<file path="src/rtl/reset_sequencer.sv">
// rtl/reset_sequencer.sv - ordered reset-domain release with soft reset and optional watchdog
//
// Purpose:
//   Resynchronises the board reset (asynchronous assert, synchronous release),
//   then releases STAGES reset domains one at a time, bit 0 first, STAGE_GAP
//   cycles apart. Software can request a full re-sequence through a
//   soft_req/soft_ack handshake.
//   Defining WATCHDOG_EN adds a watchdog that re-sequences the domains when it
//   is not kicked for WDT_CYCLES RUN cycles. Without WATCHDOG_EN no watchdog
//   logic is built and wdt_fired is tied low.
//
// Ports:
//   CLK        design clock
//   RESET      asynchronous active-low reset
//   soft_req   soft-reset request level, held by the requester until soft_ack
//   wdt_kick   watchdog restart pulse (ignored without WATCHDOG_EN)
//   rst_n      per-domain active-low resets, bit 0 released first
//   ready      all domains released and sequencer in RUN
//   stage      number of domains currently released
//   soft_ack   one-cycle acknowledge of soft_req
//   wdt_fired  sticky flag, watchdog caused a reset (cleared only by RESET)
module reset_sequencer #(
  parameter int STAGES     = 3,
  parameter int STAGE_GAP  = 16,
  parameter int SYNC_DEPTH = 2,
  parameter int SOFT_HOLD  = 8,
  parameter int WDT_CYCLES = 65536
) (
  input  logic                        CLK,
  input  logic                        RESET,
  input  logic                        soft_req,
  input  logic                        wdt_kick,
  output logic [STAGES-1:0]           rst_n,
  output logic                        ready,
  output logic [$clog2(STAGES+1)-1:0] stage,
  output logic                        soft_ack,
  output logic                        wdt_fired
);

  localparam int STAGE_W = $clog2(STAGES + 1);
  // One counter serves both the release gap and the soft hold time.
  localparam int CNT_MAX = ((STAGE_GAP > SOFT_HOLD) ? STAGE_GAP : SOFT_HOLD) - 1;
  localparam int CNT_W   = (CNT_MAX > 0) ? $clog2(CNT_MAX + 1) : 1;

  localparam logic [CNT_W-1:0]   GAP_LAST  = CNT_W'(STAGE_GAP - 1);
  localparam logic [CNT_W-1:0]   HOLD_LAST = CNT_W'(SOFT_HOLD - 1);
  localparam logic [CNT_W-1:0]   CNT_SAT   = CNT_W'(CNT_MAX);
  localparam logic [STAGE_W-1:0] STAGE_ALL = STAGE_W'(STAGES);

  typedef enum logic [1:0] {
    ST_HOLD,
    ST_RELEASE,
    ST_RUN,
    ST_SOFT
  } state_t;

  state_t               state_q, state_d;
  logic [SYNC_DEPTH-1:0] sync_q, sync_d;
  logic [CNT_W-1:0]     cnt_q, cnt_d, cnt_inc;
  logic [STAGE_W-1:0]   stage_q, stage_d;
  logic [STAGES-1:0]    rst_n_q, rst_n_d;
  logic                 ready_q, ready_d;
  logic                 soft_ack_q, soft_ack_d;
  logic                 sync_rel;
  logic                 wdt_expired;

  // Release synchroniser: shifts in ones once RESET deasserts.
  always_comb begin
    sync_d = {sync_q[SYNC_DEPTH-2:0], 1'b1};
  end

  assign sync_rel = sync_q[SYNC_DEPTH-1];

  always_comb begin
    state_d    = state_q;
    cnt_d      = cnt_q;
    stage_d    = stage_q;
    ready_d    = 1'b0;
    soft_ack_d = 1'b0;
    rst_n_d    = '0;
    cnt_inc    = (cnt_q == CNT_SAT) ? cnt_q : cnt_q + CNT_W'(1);

    case (state_q)
      ST_HOLD: begin
        stage_d = '0;
        // Gap counting starts on the first edge after the synchroniser
        // output (or the SOFT exit) has gone high.
        if (sync_rel) begin
          if (cnt_q == GAP_LAST) begin
            stage_d = STAGE_W'(1);
            cnt_d   = '0;
            state_d = ST_RELEASE;
          end else begin
            cnt_d = cnt_inc;
          end
        end
      end
      ST_RELEASE: begin
        if (stage_q == STAGE_ALL) begin
          state_d = ST_RUN;
          ready_d = 1'b1;
          cnt_d   = '0;
        end else if (cnt_q == GAP_LAST) begin
          stage_d = stage_q + STAGE_W'(1);
          cnt_d   = '0;
        end else begin
          cnt_d = cnt_inc;
        end
      end
      ST_RUN: begin
        ready_d = 1'b1;
        // A watchdog expiry takes the same path as a soft reset but without
        // the acknowledge; a coincident soft_req still gets its ack.
        if (soft_req || wdt_expired) begin
          state_d    = ST_SOFT;
          stage_d    = '0;
          ready_d    = 1'b0;
          cnt_d      = '0;
          soft_ack_d = soft_req;
        end
      end
      ST_SOFT: begin
        stage_d = '0;
        if (cnt_q == HOLD_LAST) begin
          state_d = ST_HOLD;
          cnt_d   = '0;
        end else begin
          cnt_d = cnt_inc;
        end
      end
      default: begin
        state_d = ST_HOLD;
        stage_d = '0;
        cnt_d   = '0;
      end
    endcase

    // Thermometer decode of the released-domain count.
    for (int i = 0; i < STAGES; i++) begin
      rst_n_d[i] = (stage_d > STAGE_W'(i));
    end
  end

  always_ff @(posedge CLK or negedge RESET) begin
    if (!RESET) begin
      sync_q     <= '0;
      state_q    <= ST_HOLD;
      cnt_q      <= '0;
      stage_q    <= '0;
      rst_n_q    <= '0;
      ready_q    <= 1'b0;
      soft_ack_q <= 1'b0;
    end else begin
      sync_q     <= sync_d;
      state_q    <= state_d;
      cnt_q      <= cnt_d;
      stage_q    <= stage_d;
      rst_n_q    <= rst_n_d;
      ready_q    <= ready_d;
      soft_ack_q <= soft_ack_d;
    end
  end

`ifdef WATCHDOG_EN
  localparam int WDT_W = (WDT_CYCLES > 1) ? $clog2(WDT_CYCLES) : 1;
  localparam logic [WDT_W-1:0] WDT_LAST = WDT_W'(WDT_CYCLES - 1);

  logic [WDT_W-1:0] wdt_cnt_q, wdt_cnt_d;
  logic             wdt_fired_q, wdt_fired_d;

  assign wdt_expired = (state_q == ST_RUN) && (wdt_cnt_q == WDT_LAST);

  always_comb begin
    wdt_cnt_d   = wdt_cnt_q;
    wdt_fired_d = wdt_fired_q;
    if (state_q != ST_RUN) begin
      // Idle outside RUN; restart from zero on RUN entry.
      if (state_d == ST_RUN) begin
        wdt_cnt_d = '0;
      end
    end else if (wdt_kick) begin
      wdt_cnt_d = '0;
    end else if (wdt_cnt_q != WDT_LAST) begin
      wdt_cnt_d = wdt_cnt_q + WDT_W'(1);
    end
    if (wdt_expired && !soft_req) begin
      wdt_fired_d = 1'b1;
    end
  end

  always_ff @(posedge CLK or negedge RESET) begin
    if (!RESET) begin
      wdt_cnt_q   <= '0;
      wdt_fired_q <= 1'b0;
    end else begin
      wdt_cnt_q   <= wdt_cnt_d;
      wdt_fired_q <= wdt_fired_d;
    end
  end

  assign wdt_fired = wdt_fired_q;
`else
  logic wdt_kick_unused;

  assign wdt_kick_unused = wdt_kick;
  assign wdt_expired     = 1'b0;
  assign wdt_fired       = 1'b0;
`endif

  assign rst_n    = rst_n_q;
  assign ready    = ready_q;
  assign stage    = stage_q;
  assign soft_ack = soft_ack_q;

endmodule
</file>
<file path="config.mk">
export PLATFORM = sky130hd
export DESIGN_NAME = reset_sequencer
export DESIGN_NICKNAME = d
export VERILOG_FILES = /design/src/rtl/reset_sequencer.sv
export SDC_FILE = /design/constraint.sdc
export NUM_CORES = 1
export LEC_CHECK = 0
export ABC_CLOCK_PERIOD_IN_PS = 3200
export CORE_UTILIZATION = 45
export CTS_CLUSTER_DIAMETER = 40
export DETAILED_ROUTE_END_ITERATION = 6
export DONT_BUFFER_PORTS = 1
export PLACE_DENSITY_LB_ADDON = 0.2
export SYNTH_ARGS = -nofsm -noshare
export SYNTH_HDL_FRONTEND = slang
export SYNTH_SLANG_ARGS = --single-unit
</file>
<file path="constraint.sdc">
create_clock -name CLK -period 3.2 [get_ports CLK]
set_input_delay 0.32 -clock CLK [delete_from_list [all_inputs] [get_ports CLK]]
set_output_delay 0.32 -clock CLK [all_outputs]
set_load 0.005 [all_outputs]
</file>
==> reports/results.tsv, run 1 <==
stage	metric	value	unit
worst_hold_path	Worst Hold End	soft_ack	
global_route	All-Layer GR Usage	15.7	%
yosys	Synth Instances	83	
global_route	vias in the first global route	539	
timing	max-slew violations	0	
job	MaxCap Viol Count	0	
power_and_ir_drop	Final Power	0.728	mW
worst_setup_path	R2R Path End	state_q[1]	
yosys	area leader, netlist	dfrtp_1	
route	1st-pass router iterations	4	
worst_hold_path	worst hold stages	1	
clocking	root buffer cell	clkbuf_4	
clocking	hold-fix buffer count after cts	1	
timing	setup_tns	0	ns
clocking	clock sinks	15	
worst_setup_path	WP data required	3.37	ns
global_route	initial antenna violation count	0	
timing	max_slew headroom	53.7	%
worst_setup_path	Top Family by Delay on Critical Path	simple AND/OR/NAND/NOR gates	
yosys	Synth Area in Simple Gates	21.3	%
yosys	top-area cell type share of the netlist area	44.1	%
clocking	Max clock buf depth	2	
route	wire per inst	12.5	um
timing	endpoints failing hold	0	
timing	Fmax	512	MHz
timing	Slew @ Worst Pin	0.692	ns
worst_setup_path	flop2flop setup slack	1.25	ns
worst_setup_path	Crit-path slowest cell	nor2b_1	
yosys	post-synthesis mux area share	4.11	%
yosys	ys flop type	dfrtp_1	
worst_setup_path	CP bufs+invs	1	
layout	n_diodes	0	
power_and_ir_drop	Pwr Density	804	mW/mm^2
clocking	H-tree lvl count	1	
clocking	CTS Buf Count	3	
route	post-route ant nets	0	
timing	RSZ-0062 raised after global routing	false	
floorplan	chip height	45.5	um
global_route	first-pass GRT wire length	2350	um
worst_setup_path	R2R depth	6	
layout	Final nets	98	
worst_setup_path	Critical R2R Launch	state_q[0]	
power_and_ir_drop	leakage power	0.422	nW
yosys	Synth Net Count	95	
global_route	total gr overflow	0	
global_route	pin count of the biggest net entering global routing	16	
yosys	number of synthesized flops with an enable pin	0	
yosys	sequential share of the synthesized area	44.1	%
clocking	clock-pin slew on the worst setup and hold paths	0.10	ns
worst_hold_path	Hold Path Origin	soft_req	
clocking	CTS tree	done	
yosys	syn_area_per_cell	10.3	um^2
worst_setup_path	type of the worst setup path	flop to flop	
layout	area delta synth->final	6.31	%
clocking	postcts setup bufs	0	
yosys	Yosys Warn Count	0	
route	vias	596	
worst_setup_path	Critical Path Fanout Max	7	
yosys	main combinational cell family by area after synthesis	simple AND/OR/NAND/NOR gates	
layout	layout cell share with drive strength beyond 1	12.9	%
yosys	#FFs+latches synth	15	
timing	min cycle time layout	1.95	ns
timing	final setup violation count	0	
placement	port buffer count	0	
yosys	area share of fa/ha/maj cells after synthesis	11.7	%
power_and_ir_drop	VDD IR max	0.000411	V
route	DR vias/cell	5.42	
worst_setup_path	Cell Chain, Critical Path	inv_1 -> ha_1 -> nor2b_1 -> nor2_4 -> nand3b_2 -> mux2_4	
yosys	Synth Area in XOR/XNOR	1.03	%
yosys	Compound-Gate Fraction of Synth Area	12.2	%
worst_setup_path	CP peak stage delay	0.52	ns
yosys	Mapped Area	852	um^2
route	routed wire length	1380	um
worst_setup_path	Crit. Startpoint	state_q[0]	
worst_setup_path	CP arrival	2.12	ns
floorplan	Initial Utilization	48.8	%
placement	gp weighted congestion	0.743	
timing	Worst Skew	0.00786	ns
clocking	post_cts resized	0	
timing	final hold slack	0.170	ns
yosys	Area contributors post-synth	dfrtp_1 (44%), ha_1 (12%), a21oi_1 (2.9%)	
clocking	worst skew pair latency	0.28	ns
route	1st-iter DRT viols	11	
timing	final period utilization	61.0	%
route	# DRC	0	
run_status	status	completed	
worst_setup_path	crit end category	flop	
floorplan	IO Pins	12	
floorplan	num rows	15	
floorplan	Core ar.	0.00175	mm^2
yosys	post-synthesis async set-or-reset flop share	100	%
worst_setup_path	type of origin of the critical path	flop	
placement	Post-DP HPWL	1040	um
floorplan	die width	45.5	um
yosys	Yosys cell types	33	
worst_hold_path	Worst Hold Class	primary input to flop	
floorplan	die area	0.00207	mm^2
==> per-stage QoR <==
step	std cells	utilization [%]	area (um^2)	setup slack (ns)
finish	110	51.9	906	1.25
global route	110	51.9	906	1.10
global placement	105	49.7	868	1.27
detailed placement	105	49.7	868	1.25
floorplan	83	-	852	1.55
CTS	110	51.9	906	1.23
==> routing by layer <==
| layer | part of all wire (%) | up-vias | GRT usage (%) |
|---|---|---|---|
| met5 | 0 | - | 0 |
| met4 | 1.4 | 0 | 7.27 |
| met3 | 3.1 | 4 | 2.38 |
| met2 | 45 | 13 | 22.9 |
| met1 | 51 | 291 | 22.6 |
| li1 | - | 288 | - |
==> sequential cells by signal (all words and copies together), names as in the netlist <==
| register | count |
|---|---|
| cnt_q | 4 |
| rst_n | 3 |
| stage | 2 |
| state_q | 2 |
| sync_q | 2 |
| ready | 1 |
| soft_ack | 1 |
==> cell families after synthesis <==
group / count (synthesis)
compound gates: 16
xor+xnor: 1
fa+ha+maj: 8
buf+inv: 9
other cells: 2
mux: 3
flops: 15
simple gates: 29
==> how the worst max path moves through the flow <==
| stage | end | slack, ns | cells after the start |
|---|---|---|---|
| 2_1_floorplan | state_q[1] | 1.55 | 7 |
| 3_3_place_gp | state_q[1] | 1.27 | 6 |
| 3_5_place_dp | state_q[1] | 1.25 | 6 |
| 4_1_cts | state_q[1] | 1.23 | 6 |
| 5_1_grt | state_q[1] | 1.10 | 6 |
| 6_report | state_q[1] | 1.25 | 6 |
==> power breakdown <==
| group | leakage, nW | switching (mW) | total, mW | internal (mW) |
|---|---|---|---|---|
| Sequential | 0.196 | 0.0389 | 0.272 | 0.233 |
| Clock | 0.0177 | 0.0627 | 0.109 | 0.0463 |
| Combinational | 0.208 | 0.184 | 0.347 | 0.163 |
==> cell type report <==
cell class                      count  area, um^2
Clock inverter                      1        5.00
Sequential cell                    15         375
Inverter                            6        25.0
Tap cell                           25        31.3
Multi-Input combinational cell     59         437
Timing Repair Buffer                1        10.0
Clock buffer                        3        22.5
Fill cell                         173         840
==> worst reg2reg max path, delay by kind of cell, from the launching register on <==
family	cells	cell delay [ns]
flip-flops	1	0.41
AND/OR/NAND/NOR	3	0.81
buffers and inverters	1	0.13
adder cells (fa/ha/maj)	1	0.19
multiplexers	1	0.30
==> layout by cell type, fill, tap and decap left out, types with 2 or more instances in the layout <==
cell	Yosys	final
a21oi_1	5	5
a31oi_1	4	4
and2_1	2	2
clkbuf_4	0	3
conb_1	2	2
dfrtp_1	15	15
ha_1	8	8
inv_1	5	5
mux2i_1	2	2
nand2_1	5	5
nand3_1	4	4
nand3b_1	2	2
nand4b_1	2	2
nor2_1	2	2
nor2b_1	4	4
o21ai_0	2	2
==> Yosys cell counts, types with 2 or more instances <==
library cell,n
ha_1,8
a31oi_1,4
nor2b_1,4
clkbuf_1,2
nand3_1,4
mux2i_1,2
and2_1,2
nor2_1,2
a21oi_1,5
nand3b_1,2
nand2_1,5
conb_1,2
nand4b_1,2
dfrtp_1,15
inv_1,5
o21ai_0,2
(Power assumes the default switching activity.)
==> run 2, diff against run 1 <==
--- a/config.mk
+++ b/config.mk
@@ -5,7 +5,7 @@
 export SDC_FILE = /design/constraint.sdc
 export NUM_CORES = 1
 export LEC_CHECK = 0
-export ABC_CLOCK_PERIOD_IN_PS = 3200
+export ABC_CLOCK_PERIOD_IN_PS = 1850
 export CORE_UTILIZATION = 45
 export CTS_CLUSTER_DIAMETER = 40
 export DETAILED_ROUTE_END_ITERATION = 6
==> constraint.sdc (replaced) <==
create_clock -name CLK -period 1.85 [get_ports CLK]
set_input_delay 0.185 -clock CLK [delete_from_list [all_inputs] [get_ports CLK]]
set_output_delay 0.185 -clock CLK [all_outputs]
set_load 0.005 [all_outputs]
==> run 2 against run 1 <==
Maximum frequency up 14%; sequential share of layout area decreased by 0.62 points; first-iteration DRC count shrank 18%; die area is the same; non-clock buffer count grew 2.
==> reports/results.tsv, run 2 (synthesis gave the netlist of run 1 again) <==
stage	metric	value	unit	change
run_status	status	completed		
global_route	pin count of the biggest net entering global routing	16		unchanged
worst_hold_path	Worst Hold Class	primary input to flop		
timing	max_slew headroom	53.4	%	-0.33 points
layout	max reg flops	4		unchanged
power_and_ir_drop	VDD IR max	0.000735	V	+79%
route	Highest Signal Layer	met4		
timing	setup_tns	0	ns	unchanged
worst_setup_path	flop2flop setup slack	0.14	ns	-1.10 ns
timing	Worst Slack Setup Final	0.144	ns	-1.10 ns
power_and_ir_drop	Reg power frac	36.5	%	-0.8 points
clocking	H-tree lvl count	1		unchanged
power_and_ir_drop	Int Power	0.789	mW	+78%
worst_setup_path	type of the worst setup path	flop to flop		
clocking	root buffer cell	clkbuf_4		
clocking	post_cts resized	0		unchanged
layout	n_diodes	0		unchanged
timing	max-slew violations	0		unchanged
worst_setup_path	R2R depth	6		unchanged
layout	most common cell after layout, fill and taps aside	dfrtp_1		
clocking	CTS tree	done		
layout	Post-Layout Cell Count	112		+1.8%
route	routed wire length	1400	um	+1.5%
route	post-route ant nets	0		unchanged
layout	Top reg by flops	cnt_q		
floorplan	Core ar.	0.00175	mm^2	unchanged
clocking	hold-fix buffer count after cts	1		unchanged
placement	gp weighted congestion	0.782		+5.2%
timing	min cycle time layout	1.71	ns	-0.246 ns
timing	RSZ-0062 raised after global routing	false		
global_route	vias in the first global route	558		+3.5%
clocking	Max clock buf depth	2		unchanged
timing	final period utilization	92.2	%	+31 points
placement	port buffer count	0		unchanged
clocking	worst skew pair latency	0.28	ns	about the same
power_and_ir_drop	Gate power share	48.7	%	+1.0 points
route	1st-pass router iterations	4		unchanged
floorplan	chip height	45.5	um	unchanged
layout	layout cell share with drive strength beyond 1	13.8	%	+0.85 points
placement	Post-DP HPWL	1040	um	-0.40%
power_and_ir_drop	sw frac	38.6	%	-0.55 points
layout	Final nets	100		+2.0%
power_and_ir_drop	leakage power	0.429	nW	+1.7%
power_and_ir_drop	Clk pwr share	14.8	%	-0.2 points
placement	DP Worst Slack	0.176	ns	-1.07 ns
floorplan	num rows	15		unchanged
route	metal1 wirelength	678	um	-3.3%
layout	Final Util	52.7	%	+0.79 points
layout	Final Cell Area	920	um^2	+1.5%
floorplan	die area	0.00207	mm^2	unchanged
timing	final hold slack	0.0308	ns	-0.139 ns
timing	final setup violation count	0		unchanged
timing	Worst Skew	0.00716	ns	-0.000708 ns
global_route	All-Layer GR Usage	15.9	%	+0.20 points
timing	Fmax	586	MHz	+14%
worst_setup_path	CP arrival	1.88	ns	-0.24 ns
clocking	postcts setup bufs	0		unchanged
layout	most frequent cells in the layout	dfrtp_1 (15), ha_1 (8), inv_1 (5), a21oi_1 (5), nand2_1 (5)		
global_route	total gr overflow	0		unchanged
power_and_ir_drop	Final Power	1.29	mW	+77%
placement	dpl cell area	883	um^2	+1.7%
route	# DRC	0		unchanged
power_and_ir_drop	Pwr Density	1400	mW/mm^2	+74%
global_route	initial antenna violation count	0		unchanged
worst_hold_path	worst hold stages	1		unchanged
route	wire per inst	12.5	um	-0.36%
route	met2 WL	645	um	+5.2%
power_and_ir_drop	switching pwr	0.497	mW	+74%
route	DR vias/cell	5.37		-0.96%
floorplan	Initial Utilization	48.8	%	unchanged
worst_setup_path	WP data required	2.02	ns	-1.35 ns
route	1st-iter DRT viols	9		-2
worst_setup_path	crit end category	flop		
placement	placed insts	107		+1.9%
layout	area delta synth->final	7.93	%	
route	WL met3	58	um	+38%
clocking	clock sinks	15		unchanged
timing	endpoints failing hold	0		unchanged
floorplan	die width	45.5	um	unchanged
timing	Slew @ Worst Pin	0.697	ns	+0.00493 ns
clocking	clock-pin slew on the worst setup and hold paths	0.09	ns	about the same
job	MaxCap Viol Count	0		unchanged
route	vias	601		+0.84%
worst_setup_path	Critical Path Fanout Max	6		-1
worst_setup_path	type of origin of the critical path	flop		
global_route	first-pass GRT wire length	2330	um	-0.60%
floorplan	IO Pins	12		unchanged
clocking	CTS Buf Count	3		unchanged
run 2: metal layers:
layer	track usage [%]	up-vias
li1	-	295
met1	21.3	289
met2	24.0	15
met3	3.97	2
met4	7.27	0
met5	0	-
run 2: critical path: stages (launching register included):
cell and delay (ns):
dfrtp_1 0.40, ha_1 0.27, and3_4 0.25, inv_4 0.05, a22oi_2 0.18, nand3b_2 0.13, mux2_4 0.31
run 2: final timing paths:
check	from	end
max	cnt_q[0]	state_q[1]
min	soft_req	soft_ack
max reg2reg	cnt_q[0]	state_q[1]
min reg2reg	sync_q[0]	sync_q[1]
max in group asynchronous	RESET	soft_ack
min in group asynchronous	RESET	cnt_q[3]
run 2: power groups by stage:
stage | Combinational, mW | Clock (mW) | Sequential [mW]
finish | 0.626 | 0.190 | 0.470
global route | 0.712 | 0.212 | 0.483
CTS | 0.633 | 0.193 | 0.470
detailed placement | 0.621 | 0 | 0.477
global placement | 0.607 | 0 | 0.476
floorplan | 0.507 | 0 | 0.461
run 2: area by class of cell:
cell class,count,area (um^2)
Fill cell,164,826
Multi-Input combinational cell,59,437
Sequential cell,15,375
Tap cell,25,31.3
Clock buffer,4,26.3
Timing Repair Buffer,3,25.0
Inverter,6,25.0
==> run 3, diff against run 2 <==
--- a/config.mk
+++ b/config.mk
@@ -5,9 +5,8 @@
 export SDC_FILE = /design/constraint.sdc
 export NUM_CORES = 1
 export LEC_CHECK = 0
-export ABC_CLOCK_PERIOD_IN_PS = 1850
+export ABC_CLOCK_PERIOD_IN_PS = 1800
 export CORE_UTILIZATION = 45
-export CTS_CLUSTER_DIAMETER = 40
 export DETAILED_ROUTE_END_ITERATION = 6
 export DONT_BUFFER_PORTS = 1
 export PLACE_DENSITY_LB_ADDON = 0.2
==> constraint.sdc (replaced) <==
create_clock -name CLK -period 1.8 [get_ports CLK]
set_input_delay 0.18 -clock CLK [delete_from_list [all_inputs] [get_ports CLK]]
set_output_delay 0.18 -clock CLK [all_outputs]
set_load 0.005 [all_outputs]
==> run 3 against run 2 <==
Clock skew down 0.0061 ns; cell count increased by 0.89%; flip-flop and latch count stayed put; worst hold slack got worse by 0.0071 ns; global-route usage decreased by 0.070 points; via count decreased by 1.0%; clock-buffer cell count did not move; sequential share of layout area is 0.33 points lower; worst setup slack lost 0.034 ns; die area stayed put; first-iteration DRC count up 11%; maximum frequency is 0.95% higher.
==> reports/results.tsv, run 3 (synthesis gave the netlist of run 1 again) <==
stage	metric	value	unit	change
global_route	first-pass GRT wire length	2240	um	-4.2%
clocking	postcts setup bufs	0		unchanged
power_and_ir_drop	Clk pwr share	14.5	%	-0.3 points
global_route	total gr overflow	0		unchanged
floorplan	Core ar.	0.00175	mm^2	unchanged
worst_setup_path	crit end category	flop		
timing	endpoints failing hold	0		unchanged
clocking	CTS tree	done		
power_and_ir_drop	Pwr Density	1430	mW/mm^2	+2.3%
layout	area delta synth->final	8.81	%	
power_and_ir_drop	VDD IR max	0.000801	V	+9.0%
route	1st-iter DRT viols	10		+1
layout	most frequent cells in the layout	dfrtp_1 (15), ha_1 (8), inv_1 (5), a21oi_1 (5), nand2_1 (5)		
worst_setup_path	Critical Path Fanout Max	6		unchanged
clocking	CTS Buf Count	3		unchanged
worst_setup_path	CP arrival	1.86	ns	-0.02 ns
power_and_ir_drop	sw frac	38.8	%	+0.18 points
power_and_ir_drop	switching pwr	0.515	mW	+3.6%
layout	Post-Layout Cell Count	113		+0.89%
route	routed wire length	1510	um	+7.8%
job	MaxCap Viol Count	0		unchanged
power_and_ir_drop	Gate power share	49.0	%	+0.3 points
worst_setup_path	type of the worst setup path	flop to flop		
floorplan	chip height	45.5	um	unchanged
power_and_ir_drop	Reg power frac	36.5	%	about the same
route	met2 WL	693	um	+7.4%
timing	max_slew headroom	54.6	%	+1.2 points
clocking	Max clock buf depth	2		unchanged
clocking	H-tree lvl count	1		unchanged
timing	Worst Skew	0.00106	ns	-0.00610 ns
worst_hold_path	Hold Path Origin	soft_req		
timing	Slew @ Worst Pin	0.679	ns	-0.0184 ns
floorplan	die area	0.00207	mm^2	unchanged
route	DR vias/cell	5.27		-1.9%
placement	dpl cell area	891	um^2	+0.85%
worst_setup_path	R2R Path End	state_q[1]		
worst_hold_path	Worst Hold End	soft_ack		
route	wire per inst	13.3	um	+6.9%
clocking	worst skew pair latency	0.28	ns	about the same
timing	Worst Slack Setup Final	0.110	ns	-0.0340 ns
run_status	status	completed		
worst_hold_path	Worst Hold Class	primary input to flop		
global_route	pin count of the biggest net entering global routing	16		unchanged
timing	final period utilization	93.9	%	+1.7 points
layout	n_diodes	0		unchanged
placement	DP Worst Slack	0.125	ns	-0.0515 ns
route	vias	595		-1.0%
route	WL met3	37	um	-36%
floorplan	die width	45.5	um	unchanged
worst_setup_path	flop2flop setup slack	0.11	ns	-0.03 ns
worst_setup_path	Critical R2R Launch	cnt_q[0]		
global_route	initial antenna violation count	0		unchanged
worst_setup_path	Crit-path slowest cell	dfrtp_1		
timing	Fmax	592	MHz	+0.95%
timing	setup_tns	0	ns	unchanged
clocking	clock-pin slew on the worst setup and hold paths	0.09	ns	about the same
timing	final hold slack	0.0237	ns	-0.00712 ns
floorplan	Initial Utilization	48.8	%	unchanged
route	metal1 wirelength	755	um	+11%
layout	Final Cell Area	927	um^2	+0.82%
timing	max-slew violations	0		unchanged
route	post-route ant nets	0		unchanged
worst_setup_path	WP data required	1.97	ns	-0.05 ns
layout	most common cell after layout, fill and taps aside	dfrtp_1		
timing	final setup violation count	0		unchanged
power_and_ir_drop	Int Power	0.812	mW	+2.9%
power_and_ir_drop	leakage power	0.434	nW	+1.3%
clocking	hold-fix buffer count after cts	1		unchanged
floorplan	num rows	15		unchanged
layout	max reg flops	4		unchanged
layout	layout cell share with drive strength beyond 1	14.8	%	+0.98 points
global_route	All-Layer GR Usage	15.9	%	-0.070 points
placement	placed insts	108		+0.93%
worst_setup_path	type of origin of the critical path	flop		
layout	Final nets	101		+1.0%
floorplan	IO Pins	12		unchanged
worst_setup_path	Cell Chain, Critical Path	ha_1 -> and3_4 -> inv_4 -> a22oi_2 -> nand3b_2 -> mux2_4		
layout	Final Util	53.1	%	+0.43 points
global_route	vias in the first global route	519		-7.0%
timing	min cycle time layout	1.69	ns	-0.0160 ns
clocking	clock sinks	15		unchanged
worst_setup_path	CP peak stage delay	0.40	ns	about the same
placement	Post-DP HPWL	1100	um	+6.2%
layout	Top reg by flops	cnt_q		
timing	RSZ-0062 raised after global routing	false		
power_and_ir_drop	Final Power	1.33	mW	+3.2%
route	# DRC	0		unchanged
clocking	post_cts resized	0		unchanged
route	Highest Signal Layer	met4		
placement	port buffer count	0		unchanged
worst_hold_path	worst hold stages	1		unchanged
clocking	root buffer cell	clkbuf_4		
worst_setup_path	R2R depth	6		unchanged
route	1st-pass router iterations	4		unchanged
placement	gp weighted congestion	0.775		-0.87%
## run 3: worst max-delay path: cells and delay by family (launching register included)
kind / cells / cell delay, ns
AO/OA/AOI/OAI: 1 / 0.18
AND/OR/NAND/NOR: 2 / 0.38
adder cells (fa/ha/maj): 1 / 0.26
flip-flops: 1 / 0.40
multiplexers: 1 / 0.31
buffers and inverters: 1 / 0.05
## run 3: worst max path at each step
stage / start / to / slack, ns
floorplan: state_q[0] / state_q[1] / 0.15
global placement: cnt_q[0] / state_q[1] / 0.14
detailed placement: cnt_q[0] / state_q[1] / 0.12
CTS: cnt_q[0] / state_q[1] / 0.11
global route: state_q[0] / cnt_q[3] / 0.03
finish: cnt_q[0] / state_q[1] / 0.11
## run 3: routing by layer
metal | vias to the layer above | global-route usage (%)
met4 | 0 | 9.09
met1 | 288 | 18.6
met3 | 2 | 5.16
li1 | 294 | -
met2 | 11 | 25.1
met5 | - | 0
## run 3: power groups by stage
stage	clock network (mW)	logic, mW	registers, mW
finish	0.192	0.650	0.484
global route	0.221	0.716	0.497
CTS	0.200	0.655	0.483
detailed placement	0	0.644	0.491
global placement	0	0.623	0.488
floorplan	0	0.521	0.474
## run 3: final cells by class
class / instances / area (um^2)
multi-input combinational: 59 / 437
inverter: 6 / 25.0
clock buffer: 4 / 26.3
fill: 174 / 818
timing repair buffer: 4 / 32.5
tap: 25 / 31.3
sequential: 15 / 375
